--- config.mk ---
export PLATFORM = sky130hd
export DESIGN_NAME = clock_set_controller
export DESIGN_NICKNAME = d
export VERILOG_FILES = /design/src/rtl/clock_pkg.sv /design/src/rtl/button_repeat.sv /design/src/rtl/clock_set_controller.sv
export SDC_FILE = /design/constraint.sdc
export NUM_CORES = 1
export LEC_CHECK = 0
export ABC_AREA = 0
export CORE_UTILIZATION = 57
export DETAILED_ROUTE_END_ITERATION = 8
export PLACE_DENSITY = 0.87
export SLEW_MARGIN = 25
export SYNTH_ARGS = -nofsm -noshare
export SYNTH_HDL_FRONTEND = slang
export SYNTH_SLANG_ARGS = --single-unit
--- constraint.sdc ---
create_clock -name clock -period 3.1 [get_ports clock]
set_input_delay 0.465 -clock clock [delete_from_list [all_inputs] [get_ports clock]]
set_output_delay 0.465 -clock clock [all_outputs]
set_load 0.01 [all_outputs]
--- src/rtl/clock_pkg.sv ---
// Shared state encoding, field limits and wrap arithmetic for the clock
// time-setting path.
package clock_pkg;

   typedef enum logic [2:0] {
      RUN         = 3'd0,
      SET_HOURS   = 3'd1,
      SET_MINUTES = 3'd2,
      SET_SECONDS = 3'd3
   } state_t;

   localparam logic [5:0] HOURS_MAX  = 6'd23;
   localparam logic [5:0] MINSEC_MAX = 6'd59;

   // +/-1 on a field that wraps between 0 and max, done at field width.
   function automatic logic [5:0] wrap_step(input logic [5:0] val,
                                            input logic [5:0] max,
                                            input logic       up);
      if (up) return (val >= max) ? 6'd0 : val + 6'd1;
      else    return (val == 6'd0) ? max : val - 6'd1;
   endfunction

endpackage

--- src/rtl/button_repeat.sv ---
// Press edge detect plus hold/auto-repeat event generator for one button.
module button_repeat #(
   parameter int HOLD_CYCLES   = 50_000_000,
   parameter int REPEAT_CYCLES = 10_000_000
) (
   input  logic clock,
   input  logic reset,
   input  logic i_level,
   output logic o_event
);
   localparam int CW = $clog2(HOLD_CYCLES + 1);
   localparam logic [CW-1:0] HOLD_C = CW'(HOLD_CYCLES);
   // Reloading here makes every later repeat land REPEAT_CYCLES apart.
   localparam logic [CW-1:0] RELOAD = CW'(HOLD_CYCLES - REPEAT_CYCLES + 1);

   logic          r_prev;
   logic          r_evt;
   logic [CW-1:0] r_cnt;

   always_ff @(posedge clock or negedge reset) begin
      if (!reset) begin
         r_prev <= 1'b0;
         r_evt  <= 1'b0;
         r_cnt  <= '0;
      end else begin
         r_prev <= i_level;
         r_evt  <= 1'b0;
         if (!i_level) begin
            r_cnt <= '0;
         end else if (!r_prev) begin
            r_evt <= 1'b1;
            r_cnt <= CW'(1);
         end else if (r_cnt == HOLD_C) begin
            r_evt <= 1'b1;
            r_cnt <= RELOAD;
         end else begin
            r_cnt <= r_cnt + CW'(1);
         end
      end
   end

   assign o_event = r_evt;

endmodule

--- src/rtl/clock_set_controller.sv ---
// Time-setting sequencer: edits a shadow HH:MM:SS, gates the seconds
// counter while editing and commits with a one-cycle load strobe.
module clock_set_controller
   import clock_pkg::*;
#(
   parameter int HOLD_CYCLES   = 50_000_000,
   parameter int REPEAT_CYCLES = 10_000_000,
   parameter int TIMEOUT_S     = 10
) (
   input  logic       clock,
   input  logic       reset,
   input  logic       pulse_1hz,
   input  logic       mode_button,
   input  logic       add_button,
   input  logic       sub_button,
   input  logic [4:0] cur_hours,
   input  logic [5:0] cur_minutes,
   input  logic [5:0] cur_seconds,
   output logic       run_enable,
   output logic       load_time,
   output logic [4:0] set_hours,
   output logic [5:0] set_minutes,
   output logic [5:0] set_seconds,
   output logic [1:0] edit_field,
   output logic       blink_on
);
   localparam int IW = $clog2(TIMEOUT_S + 1);
   localparam logic [IW-1:0] IDLE_LAST = IW'(TIMEOUT_S - 1);

   state_t        r_state, w_nxt;
   logic          r_mode_prev, r_mode_evt;
   logic          w_add, w_sub, w_set, w_edit, w_timeout;
   logic          r_run, r_load, r_blink;
   logic [1:0]    r_field;
   logic [4:0]    r_hours;
   logic [5:0]    r_minutes, r_seconds;
   logic [IW-1:0] r_idle;
   logic [5:0]    w_fval, w_fmax, w_fnew;

   button_repeat #(.HOLD_CYCLES(HOLD_CYCLES), .REPEAT_CYCLES(REPEAT_CYCLES)) u_add (
      .clock(clock), .reset(reset), .i_level(add_button), .o_event(w_add));

   button_repeat #(.HOLD_CYCLES(HOLD_CYCLES), .REPEAT_CYCLES(REPEAT_CYCLES)) u_sub (
      .clock(clock), .reset(reset), .i_level(sub_button), .o_event(w_sub));

   always_ff @(posedge clock or negedge reset) begin
      if (!reset) begin
         r_mode_prev <= 1'b0;
         r_mode_evt  <= 1'b0;
      end else begin
         r_mode_prev <= mode_button;
         r_mode_evt  <= mode_button & ~r_mode_prev;
      end
   end

   assign w_set     = (r_state != RUN);
   // mode beats add/sub; opposing add and sub cancel out.
   assign w_edit    = w_set & ~r_mode_evt & (w_add ^ w_sub);
   assign w_timeout = w_set & ~r_mode_evt & ~w_add & ~w_sub & pulse_1hz & (r_idle == IDLE_LAST);

   always_comb begin
      w_nxt = r_state;
      if (r_mode_evt) begin
         case (r_state)
            RUN:         w_nxt = SET_HOURS;
            SET_HOURS:   w_nxt = SET_MINUTES;
            SET_MINUTES: w_nxt = SET_SECONDS;
            default:     w_nxt = RUN;
         endcase
      end else if (w_timeout) begin
         w_nxt = RUN;
      end
   end

   always_comb begin
      w_fval = {1'b0, r_hours};
      w_fmax = HOURS_MAX;
      case (r_state)
         SET_MINUTES: begin w_fval = r_minutes; w_fmax = MINSEC_MAX; end
         SET_SECONDS: begin w_fval = r_seconds; w_fmax = MINSEC_MAX; end
         default: ;
      endcase
   end

   assign w_fnew = wrap_step(w_fval, w_fmax, w_add);

   always_ff @(posedge clock or negedge reset) begin
      if (!reset) begin
         r_state   <= RUN;
         r_run     <= 1'b1;
         r_field   <= 2'd0;
         r_load    <= 1'b0;
         r_blink   <= 1'b1;
         r_idle    <= '0;
         r_hours   <= '0;
         r_minutes <= '0;
         r_seconds <= '0;
      end else begin
         r_state <= w_nxt;
         r_run   <= (w_nxt == RUN);
         r_field <= w_nxt[1:0];
         // A timeout exit never loads, only the mode exit from seconds does.
         r_load  <= r_mode_evt & (r_state == SET_SECONDS);

         if (r_mode_evt && r_state == RUN) begin
            r_hours   <= cur_hours;
            r_minutes <= cur_minutes;
            r_seconds <= cur_seconds;
         end else if (w_edit) begin
            case (r_state)
               SET_HOURS:   r_hours   <= w_fnew[4:0];
               SET_MINUTES: r_minutes <= w_fnew;
               default:     r_seconds <= w_fnew;
            endcase
         end

         if (w_nxt == RUN || r_mode_evt || w_add || w_sub) r_idle <= '0;
         else if (pulse_1hz)                               r_idle <= r_idle + IW'(1);

         if (w_nxt == RUN)                            r_blink <= 1'b1;
         else if ((w_add | w_sub) & ~r_mode_evt)      r_blink <= 1'b1;
         else if (pulse_1hz)                          r_blink <= ~r_blink;
      end
   end

   assign run_enable  = r_run;
   assign load_time   = r_load;
   assign edit_field  = r_field;
   assign blink_on    = r_blink;
   assign set_hours   = r_hours;
   assign set_minutes = r_minutes;
   assign set_seconds = r_seconds;

endmodule

==> metrics <==
root buffer cell clkbuf_8; Critical Path AT 3.16 ns; cts hold-fix bufs 0; internal power 0.002453 W; worst skew pair latency 0.35 ns; P_sw 0.001321 W; fraction of layout cells with a size suffix above 1 9.020%; CP max FO 13; Chip Width 91.13 microns; reg2reg start r_state[1]; Avg Cell Area, Syn 9.865 sq um; Routed Wire Length 10060 microns; CTS tree built; Ports 45; detailed-route via count 3638; Die Y 91.13 microns; Reg2Reg Setup Slack 0.21 ns; power share of the clock group 24.4%; asr flop ratio synth 100.0%; maximum vdd drop 0.3125 mV; clk sinks 85; Post-Layout Cell Count 612; Yosys reg bits 85; post-CTS sizing 0; leakage power 2.212 nW; number of CTS-inserted buffers 9; combinational share of power 38.6%; Pre-antenna DRT Iters 5; GRT overflow 0; Post-synth EDFFs 0; Longest Clk Path Bufs 2; Slew HR 48.69%; Post-Synthesis Net Count 493; type of the most critical hold path input pin to asynchronous set/reset pin; core footprint 0.007687 sq mm; Seq. cell area 0.002130 sq mm; Reg clk slew, reported paths 0.09 ns; # DRC 0; Max Clk Rate 0.3457 GHz; Area Overhead vs Synth 16.74%; vias in the first global route 3592; max-slew violations 0; Cell Area, Placed 0.005050 sq mm; Pwr Density 714.0 mW/mm^2; post-CTS setup buffer count 0; first-pass GRT wire length 17050 microns; Netlist cell types 60; # port buffers 44; status completed; Final Hold Viols 0; critical path class register to register; setup TNS 0 ns; fin crit share 93.30%; switching share of power 35.01%; Rows 32; Synth warnings 0; crit path launch r_state[1]; drt initial violations 152; RSZ-0062 raised after global routing false; routability congestion estimate 0.9389; Worst-Margin Slew 0.7697 ns; reg-to-reg critical path endpoint set_minutes[5]; # fillers 592; Syn Std Cell Area 0.004528 sq mm; Clock Skew 0.009622 ns; share of the yosys chip area belonging to registers 47.03%; path depth of the worst reg2reg path 10; CP Capture Type register; Tmin final 2.892 ns; H-Tree Depth 3; commonest cells after routing, fill and taps aside dfrtp_1 (83), nor2_1 (68), clkdlybuf4s50_1 (43); die area 0.008305 sq mm; Main synth FF type dfrtp_1; All-Layer GR Usage 26.04%; multi-input logic area 0.002281 sq mm; routed length per instance 16.43 microns; diodes inserted 0; Worst Hold Slack 0.1333 ns; commonest non-fill, non-tap cell in the layout dfrtp_1; largest net degree at the start of global routing 86; post-DP HPWL 7141 microns; initial antenna violation count 0; Crit path required time 3.37 ns; placed insts 596; Routed Antenna Nets 0; Post-Syn Instances 459; final setup vio count 0; CP Launch Type register; post-route cell area 0.005286 sq mm; max_cap viols 0; Starting Density 58.90%; vias per cell 5.944; fin nets 539; sequential share of power 36.9%
-- final cells by class --
type	count	share of cell area [%]
clock buffer	12	2.556
clock inverter	4	1.846
multi-input combinational	349	43.15
inverter	13	0.9704
sequential	85	40.28
tap	102	2.414
timing repair buffer	47	8.781
-- worst max-delay path: stages (launching register included) --
cell and delay [ns]:
dfrtp_1 0.52, nand2b_4 0.12, inv_4 0.17, mux2_4 0.38, ha_1 0.30, a211o_1 0.32
a32o_1 0.23, a21oi_2 0.23, a21boi_1 0.19, o211ai_1 0.14, a31oi_1 0.20
-- how the worst max path moves through the flow --
stage,end,depth (start not counted)
after global routing,set_seconds[5],10
after floorplan,set_minutes[5],10
after detailed placement,set_minutes[5],10
after CTS,set_minutes[5],10
final,set_minutes[5],10
after global placement,set_seconds[5],10
-- Yosys cell counts, drive strengths merged, types with 11 or more instances --
master	n	area share, %
nor2	68	5.6
nand2	31	2.6
dfrtp	83	46
xnor2	16	3.1
nand4	13	1.8
ha	11	3.0
inv	13	1.1
a21oi	14	1.6
mux2	13	3.4
nand3	26	3.0
xor2	38	7.4
a22oi	12	2.0
o21ai	19	2.1
-- state kept, by name, summed over array words and instances (netlist names) --
| name | flops |
|---|---|
| blink_on | 1 |
| edit_field | 1 |
| load_time | 1 |
| r_idle | 4 |
| r_mode_evt | 1 |
| r_mode_prev | 1 |
| r_state | 2 |
| run_enable | 1 |
| set_hours | 5 |
| set_minutes | 6 |
| set_seconds | 6 |
| u_add.o_event | 1 |
| u_add.r_cnt | 26 |
| u_add.r_prev | 1 |
| u_sub.o_event | 1 |
| u_sub.r_cnt | 26 |
| u_sub.r_prev | 1 |
-- cell families after synthesis --
kind of cell    after synthesis  share of synthesized area, %
compound gates               75                         11.03
fa+ha+maj                    11                         3.039
simple gates                194                         21.94
mux                          15                         3.924
buf+inv                      25                         2.597
xor+xnor                     54                         10.44
flops                        85                         47.03
-- per-layer routing --
layer  vias to the layer above  track usage, %  wire [microns]
li1                       1717               -               -
met1                      1765           33.50            4342
met2                       131           43.75            4985
met3                        25           4.941             529
met4                         0           9.921             200
met5                         -               0               0
-- power groups by stage --
stage / sequential [W] / combinational (W) / clock [W]
after global placement: 0.00140 / 0.00139 / 0
final: 0.00139 / 0.00146 / 0.000923
after floorplan: 0.00142 / 0.000897 / 0
after global routing: 0.00141 / 0.00157 / 0.000977
after CTS: 0.00139 / 0.00144 / 0.000930
after detailed placement: 0.00141 / 0.00143 / 0
-- per-stage QoR --
stage	utilization [%]	setup slack, ns	power [W]
2_1_floorplan	-	0.4369	0.002321
3_3_place_gp	65.69	0.3929	0.002795
3_5_place_dp	65.69	0.2598	0.002843
4_1_cts	68.72	0.2313	0.003767
5_1_grt	68.77	0.007195	0.003963
6_report	68.77	0.2076	0.003775
Power figures use the tool's default switching activity.
